--- src/rtl/iob_bus_arbiter.sv ---
// Round-robin arbiter sharing one IOb slave port between N_MASTERS IOb masters.
// One transaction in flight; grant held until write acceptance or read response.
module iob_bus_arbiter #(
  parameter int unsigned ADDR_W    = 32,
  parameter int unsigned DATA_W    = 32,
  parameter int unsigned N_MASTERS = 2
) (
  input  logic                            clk_i,
  input  logic                            cke_i,
  input  logic                            rst_n_i,
  input  logic [N_MASTERS-1:0]            m_avalid_i,
  input  logic [N_MASTERS*ADDR_W-1:0]     m_addr_i,
  input  logic [N_MASTERS*DATA_W-1:0]     m_wdata_i,
  input  logic [N_MASTERS*(DATA_W/8)-1:0] m_wstrb_i,
  output logic [N_MASTERS-1:0]            m_ready_o,
  output logic [N_MASTERS-1:0]            m_rvalid_o,
  output logic [DATA_W-1:0]               m_rdata_o,
  output logic                            s_avalid_o,
  output logic [ADDR_W-1:0]               s_addr_o,
  output logic [DATA_W-1:0]               s_wdata_o,
  output logic [DATA_W/8-1:0]             s_wstrb_o,
  input  logic                            s_ready_i,
  input  logic                            s_rvalid_i,
  input  logic [DATA_W-1:0]               s_rdata_i,
  output logic [N_MASTERS-1:0]            grant_o,
  output logic                            busy_o,
  output logic                            stray_rvalid_o
);

  localparam int unsigned STRB_W = DATA_W / 8;
  localparam int unsigned IDX_W  = (N_MASTERS > 1) ? $clog2(N_MASTERS) : 1;
  localparam int unsigned CAND_W = IDX_W + 1;

  typedef enum logic [1:0] {
    IDLE      = 2'd0,
    ACCESS    = 2'd1,
    WAIT_RESP = 2'd2
  } state_t;

  state_t               state_q, state_d;
  logic [IDX_W-1:0]     ptr_q, ptr_d;
  logic [IDX_W-1:0]     gidx_q, gidx_d;
  logic [IDX_W-1:0]     gidx_inc;
  logic [IDX_W-1:0]     pick;
  logic                 found;
  logic [CAND_W-1:0]    cand;
  logic [N_MASTERS-1:0] grant_q, grant_d;
  logic                 busy_q;
  logic                 stray_q, stray_d;

  logic [ADDR_W-1:0]    addr_arr  [N_MASTERS];
  logic [DATA_W-1:0]    wdata_arr [N_MASTERS];
  logic [STRB_W-1:0]    wstrb_arr [N_MASTERS];

  // Unpack the flat per-master request buses
  for (genvar i = 0; i < N_MASTERS; i++) begin : g_unpack
    assign addr_arr[i]  = m_addr_i[i*ADDR_W +: ADDR_W];
    assign wdata_arr[i] = m_wdata_i[i*DATA_W +: DATA_W];
    assign wstrb_arr[i] = m_wstrb_i[i*STRB_W +: STRB_W];
  end

  // Pointer to the master after the current owner, wrapping for any N_MASTERS
  assign gidx_inc = (gidx_q == IDX_W'(N_MASTERS - 1)) ? '0 : gidx_q + IDX_W'(1);

  // Round-robin search starting at ptr_q
  always_comb begin
    found = 1'b0;
    pick  = '0;
    cand  = '0;
    for (int unsigned i = 0; i < N_MASTERS; i++) begin
      cand = CAND_W'(ptr_q) + CAND_W'(i);
      if (cand >= CAND_W'(N_MASTERS)) begin
        cand = cand - CAND_W'(N_MASTERS);
      end
      if (!found && m_avalid_i[IDX_W'(cand)]) begin
        found = 1'b1;
        pick  = IDX_W'(cand);
      end
    end
  end

  // Next-state and slave/master routing
  always_comb begin
    state_d    = state_q;
    ptr_d      = ptr_q;
    gidx_d     = gidx_q;
    grant_d    = grant_q;
    s_avalid_o = 1'b0;
    s_addr_o   = '0;
    s_wdata_o  = '0;
    s_wstrb_o  = '0;
    m_ready_o  = '0;
    m_rvalid_o = '0;
    stray_d    = s_rvalid_i && (state_q != WAIT_RESP);

    unique case (state_q)
      IDLE: begin
        if (found) begin
          gidx_d  = pick;
          grant_d = N_MASTERS'(1) << pick;
          state_d = ACCESS;
        end
      end

      ACCESS: begin
        s_avalid_o        = m_avalid_i[gidx_q];
        s_addr_o          = addr_arr[gidx_q];
        s_wdata_o         = wdata_arr[gidx_q];
        s_wstrb_o         = wstrb_arr[gidx_q];
        m_ready_o[gidx_q] = s_ready_i;
        // Withdrawn request: nothing was issued, so the pointer stays put
        if (!m_avalid_i[gidx_q]) begin
          state_d = IDLE;
          grant_d = '0;
        end else if (s_ready_i) begin
          if (wstrb_arr[gidx_q] != '0) begin
            state_d = IDLE;
            grant_d = '0;
            ptr_d   = gidx_inc;
          end else begin
            state_d = WAIT_RESP;
          end
        end
      end

      WAIT_RESP: begin
        m_rvalid_o[gidx_q] = s_rvalid_i;
        if (s_rvalid_i) begin
          state_d = IDLE;
          grant_d = '0;
          ptr_d   = gidx_inc;
        end
      end

      default: begin
        state_d = IDLE;
        grant_d = '0;
      end
    endcase
  end

  // State and registered status outputs
  always_ff @(posedge clk_i) begin
    if (!rst_n_i) begin
      state_q <= IDLE;
      ptr_q   <= '0;
      gidx_q  <= '0;
      grant_q <= '0;
      busy_q  <= 1'b0;
      stray_q <= 1'b0;
    end else if (cke_i) begin
      state_q <= state_d;
      ptr_q   <= ptr_d;
      gidx_q  <= gidx_d;
      grant_q <= grant_d;
      busy_q  <= (state_d != IDLE);
      stray_q <= stray_d;
    end
  end

  assign m_rdata_o      = s_rdata_i;
  assign grant_o        = grant_q;
  assign busy_o         = busy_q;
  assign stray_rvalid_o = stray_q;

endmodule

--- config.mk ---
export PLATFORM = sky130hd
export DESIGN_NAME = iob_bus_arbiter
export DESIGN_NICKNAME = d
export VERILOG_FILES = /design/src/rtl/iob_bus_arbiter.sv
export SDC_FILE = /design/constraint.sdc
export NUM_CORES = 1
export LEC_CHECK = 0
export CAP_MARGIN = 5
export CORE_AREA = 2 2 109 111
export CTS_BUF_LIST = sky130_fd_sc_hd__clkbuf_4 sky130_fd_sc_hd__clkbuf_8 sky130_fd_sc_hd__clkbuf_16
export DETAILED_ROUTE_END_ITERATION = 6
export DIE_AREA = 0 0 111 113
export PLACE_DENSITY_LB_ADDON = 0.2
export SKIP_LAST_GASP = 1
export SYNTH_ARGS = -nofsm -noshare
export SYNTH_HDL_FRONTEND = slang
export SYNTH_SLANG_ARGS = --single-unit
--- constraint.sdc ---
create_clock -name clk_i -period 5.3 [get_ports clk_i]
set_input_delay 1.06 -clock clk_i [delete_from_list [all_inputs] [get_ports clk_i]]
set_output_delay 1.06 -clock clk_i [all_outputs]
set_load 0.05 [all_outputs]
# [After elaboration in Yosys (flattened, before gate mapping)]
# Index checks and enable logic that the tools add are counted.
[totals] inputBits=175 output_inout_bits=109 register_bits=8
[op_classes] n_lt_le_gt_ge=7 eq_ne=10 reduce_logical=11 n_bitwise=3 mux=47 shifts=1 add_sub_neg=4
[ops] op="two-way mux 32 bit" n=8
[ops] op="two-way mux 2 bit" n=12
[ops] op="two-way mux 1 bit" n=19
[ops] op="two-way mux 4 bit" n=4
[ops] op="!= test 2 bit (second input constant)" n=6
[ops] op="case mux 2 bit (3 select lines)" n=2
[ops] op="less-than comparator 1 x 2 -> 1 bit (second input constant)" n=3
[ops] op="!= test 3 bit (second input constant)" n=2
[ops] op="AND reduction 6 bit" n=1
[ops] op="AND reduction 5 bit" n=1
[ops] op="bitwise AND 2 bit" n=2
[ops] op=">= comparator 2 bit (second input constant)" n=2
[ops] op="nonzero test 2 bit" n=2
[ops] op="nonzero test 4 bit" n=1
[ops] op="logical AND 1 bit" n=3
[ops] op="AND reduction 3 bit" n=1
[ops] op="adder 1 x 1 -> 2 bit (second input constant)" n=1
[ops] op="== test 2 x 1 -> 1 bit (second input constant)" n=1
[ops] op="== test 2 bit (second input constant)" n=1
[ops] op=">= comparator 1 x 2 -> 1 bit (second input constant)" n=1
[ops] op="logical NOT 2 bit" n=1
[ops] op="inverter 1 -> 2 bit" n=1
[ops] op="case mux 1 bit (2 select lines)" n=1
[ops] op="left shift 1 x 1 -> 2 bit (first input constant)" n=1
[ops] op="other kinds (5)" n=6

# [Logic depth before layout (Yosys ltp)]
[depth] word_depth=11 mapped_depth=5 ltp_nobuf=4

# [Worst setup path after synthesis]
# Ideal clock, no wire load.
[synth_timing] kind="input to output" startpoint="in s_ready_i" endpoint="out m_ready_o[0]" n_path_buf=0 cell_stages=1 arrival_ns=2.206 slack_ns=2.034 required_time_ns=4.240 cell_sequence="nor3b_1"
[synth_via] elab_chain_len=2
[synth_lines] item="start: declaration" line_no="22" rtl="input logic s_ready_i,"
[synth_lines] item="bitwise AND 2 bit (no source line)"
[synth_lines] item="two-way mux 2 bit" line_no="96" rtl="unique case (state_q)"
[synth_lines] item="end: declaration" line_no="15" rtl="output logic [N_MASTERS-1:0] m_ready_o,"
# No other way between the ends.

# [Final worst setup path]
[layout_timing] startpoint="reg gidx_q" endpoint="out s_addr_o[17]"
[layout_via] elab_chain_len=5
[layout_lines] item="start: declaration" line_no="42" rtl="logic [IDX_W-1:0] gidx_q, gidx_d;"
[layout_lines] item="start signal: assignment" line_no="154" rtl="gidx_q <= gidx_d;"
[layout_lines] item="inverter 1 -> 2 bit (not written as such)" line_no="107" rtl="s_addr_o = addr_arr[gidx_q];"
[layout_lines] item="two-way mux 32 bit (not written as such) (3 in series)" line_no="107"
[layout_lines] item="two-way mux 32 bit" line_no="96"
[layout_lines] item="end: declaration" line_no="19" rtl="output logic [ADDR_W-1:0] s_addr_o,"
# No other way between the ends. The select of a mux whose other input is x is not followed.

==> run summary <==
largest net degree at the start of global routing - 58
CTS Buf Count - 3
Util after Layout - 0.347
Routed WL per cell - 14.7 µm
slowest stage delay, CP - 0.93 ns
Post-CTS Resized - 0
commonest non-fill, non-tap cell in the layout - clkdlybuf4s50_1
CP Class - reg -> out
R2R Setup Slk - 3.14 ns
Top delay family on crit path - buffers and inverters
WHS Path Cells - 2
fin area - 3910 µm²
slowest stage cell, crit path - dfxtp_4
setup bufs post-CTS - 0
Max-cap violations - 0
stages on the worst setup path - 4
Die Area - 12500 µm²
top_reg_cell synth - dfxtp_1
Clock transition at path regs - 0.04 ns
worst reg-to-reg path cell count - 4
Async SR Flop Fraction - 0
Worst-Skew Late Latency - 0.24 ns
PortBufs - 219
initial antenna violation count - 0
crit share post-route - 0.737
hpwl dp - 7020 µm
DIE HEIGHT - 113 µm
crit path max fanout - 57
Period minus WS final - 3.90 ns
warnings from Yosys - 0
TritonCTS clock tree - yes
number of fill cells - 1183
WL final - 8360 µm
post-synth cell types - 33
initial core utilization - 0.156
row count - 39
Worst Path Buf+Inv - 2
clk root buf - clkbuf_16
Synth area leader - mux2i_1
Slew @ Worst Pin - 0.911 ns
share of the synthesized area in the top cell type - 0.399
mean post-synth cell area - 7.08 µm²
Via density - 4.10
DR iter-0 viols - 72
clock sink count - 8
Ports - 284
layout cells sized above 1 - 0.0259
status - finished clean
Cells after Synth - 248
Cell Chain, Critical Path - buf_4 -> mux2i_1 -> nor2_1 -> clkdlybuf4s50_1
hold worst-path end - ptr_q
Final Max Slew Viols - 0
Clock Skew - 0.00432 ns
Max Clk Rate - 256 MHz
Post-DRT Antenna Nets - 0
total grt overflow - 0
# DRC - 0
vias in the first global route - 2215
placed cell area - 3830 µm²
# diodes - 0
Hold Startpoint - ptr_q
gpl congestion - 0.814
number of hold buffers added after cts - 0
ranking of synthesized cells by area - mux2i_1 40%, nor2_1 16%, buf_4 14%
startpoint class of the critical path - flop
P per Cell Area - 145 nW/µm²
Crit Reg-Reg Endpoint - busy_o
core area - 11300 µm²
via count - 2325
Die W - 111 µm
Synth Cell Area - 1760 µm²
Worst setup EP type - primary output
Worst Path Required - 4.24 ns
reg2reg start - state_q[0]
syn nets - 423
most frequent cells in the layout - 219 x clkdlybuf4s50_1, 74 x nor2_1, 70 x mux2i_1
final setup violating endpoints - 0
Fin. Hold Viols - 0
arrival time at the worst endpoint - 2.84 ns
HP Class - reg -> reg
Relative slew margins - 0.393
RSZ-0062 raised after global routing - no
first-pass GRT wire length - 12200 µm
Placed Cells incl. Taps - 563
drt first pass iters - 4
sequential cell area fraction in the yosys report - 0.0912
FF+latch count, synth - 8
Leak - 1.33 nW
CTS Buffer Depth - 2
Tot Pwr - 568 µW
Final #Nets - 600
gr usage total - 0.120
Sum Neg Setup Slack - 0 ns
CTS H-tree depth - 1
Non-Filler Instances - 567
Layout area overhead - 123%
Post-synth EDFFs - 0
VDD IR-drop max - 0.100 mV
## layout make-up
class | count | area (µm²) | share of cell area
Multi-Input combinational cell | 187 | 1270 | 0.324
Tap cell | 143 | 179 | 0.0457
Inverter | 4 | 15.0 | 0.00384
Timing Repair Buffer | 221 | 2210 | 0.564
Clock buffer | 4 | 82.6 | 0.0211
Sequential cell | 8 | 164 | 0.0419
## metal layers
| layer | global-route usage | wire [µm] |
|---|---|---|
| met5 | 0 | 0 |
| met3 | 0.0332 | 734 |
| met2 | 0.227 | 4310 |
| met1 | 0.134 | 3160 |
| met4 | 0.0275 | 153 |
## cell families after synthesis
kind of cell           count (synthesis)  synth area share
buffers and inverters                 53             0.189
AND/OR/NAND/NOR                      102             0.254
AO/OA/AOI/OAI                         14            0.0584
flip-flops                             8            0.0912
multiplexers                          71             0.407
## report_power, final
| group | leakage, nW | switching (mW) | internal, mW | total [mW] |
|---|---|---|---|---|
| combinational | 1.23 | 0.183 | 0.174 | 0.357 |
| clock | 0.0416 | 0.0324 | 0.106 | 0.138 |
| sequential | 0.0661 | 0.00969 | 0.0632 | 0.0729 |
## how the worst max path moves through the flow
stage	startpoint	slack, ns	to
after floorplan	s_ready_i	2.03	m_ready_o[0]
after CTS	gidx_q	1.39	s_addr_o[17]
final	gidx_q	1.40	s_addr_o[17]
after global routing	gidx_q	1.21	s_addr_o[17]
after detailed placement	m_avalid_i[1]	1.44	s_avalid_o
after global placement	m_avalid_i[1]	1.44	s_avalid_o
## cell usage after synthesis (2+ instances only)
master / number
nand3_1: 2
inv_1: 4
and3_1: 2
buf_4: 32
nor4_1: 2
or4_1: 2
nand2b_1: 5
nor3_1: 2
mux2i_1: 70
clkbuf_1: 9
nand2_1: 7
a21oi_1: 3
o21ai_0: 2
buf_1: 2
nor2_1: 74
dfxtp_1: 8
nor2b_1: 2
buf_2: 5
## stage by stage
stage	setup slack (ns)	hold slack (ns)
after floorplan	2.03	0.433
after global placement	1.44	0.447
after detailed placement	1.44	0.454
after CTS	1.39	0.459
after global routing	1.21	0.499
final	1.40	0.453
## tightest hold or removal path: cells and delay by family, from the launching register on
family | cells | cell delay [ns]
flip-flops | 1 | 0.30
multiplexers | 1 | 0.05
AND/OR/NAND/NOR | 1 | 0.05
## state kept, by name, indices dropped and copies added, names as in the netlist
| signal | cells |
|---|---|
| grant_o | 2 |
| ptr_q | 1 |
| gidx_q | 1 |
| stray_rvalid_o | 1 |
| state_q | 2 |
| busy_o | 1 |
(Power assumes the default switching activity.)
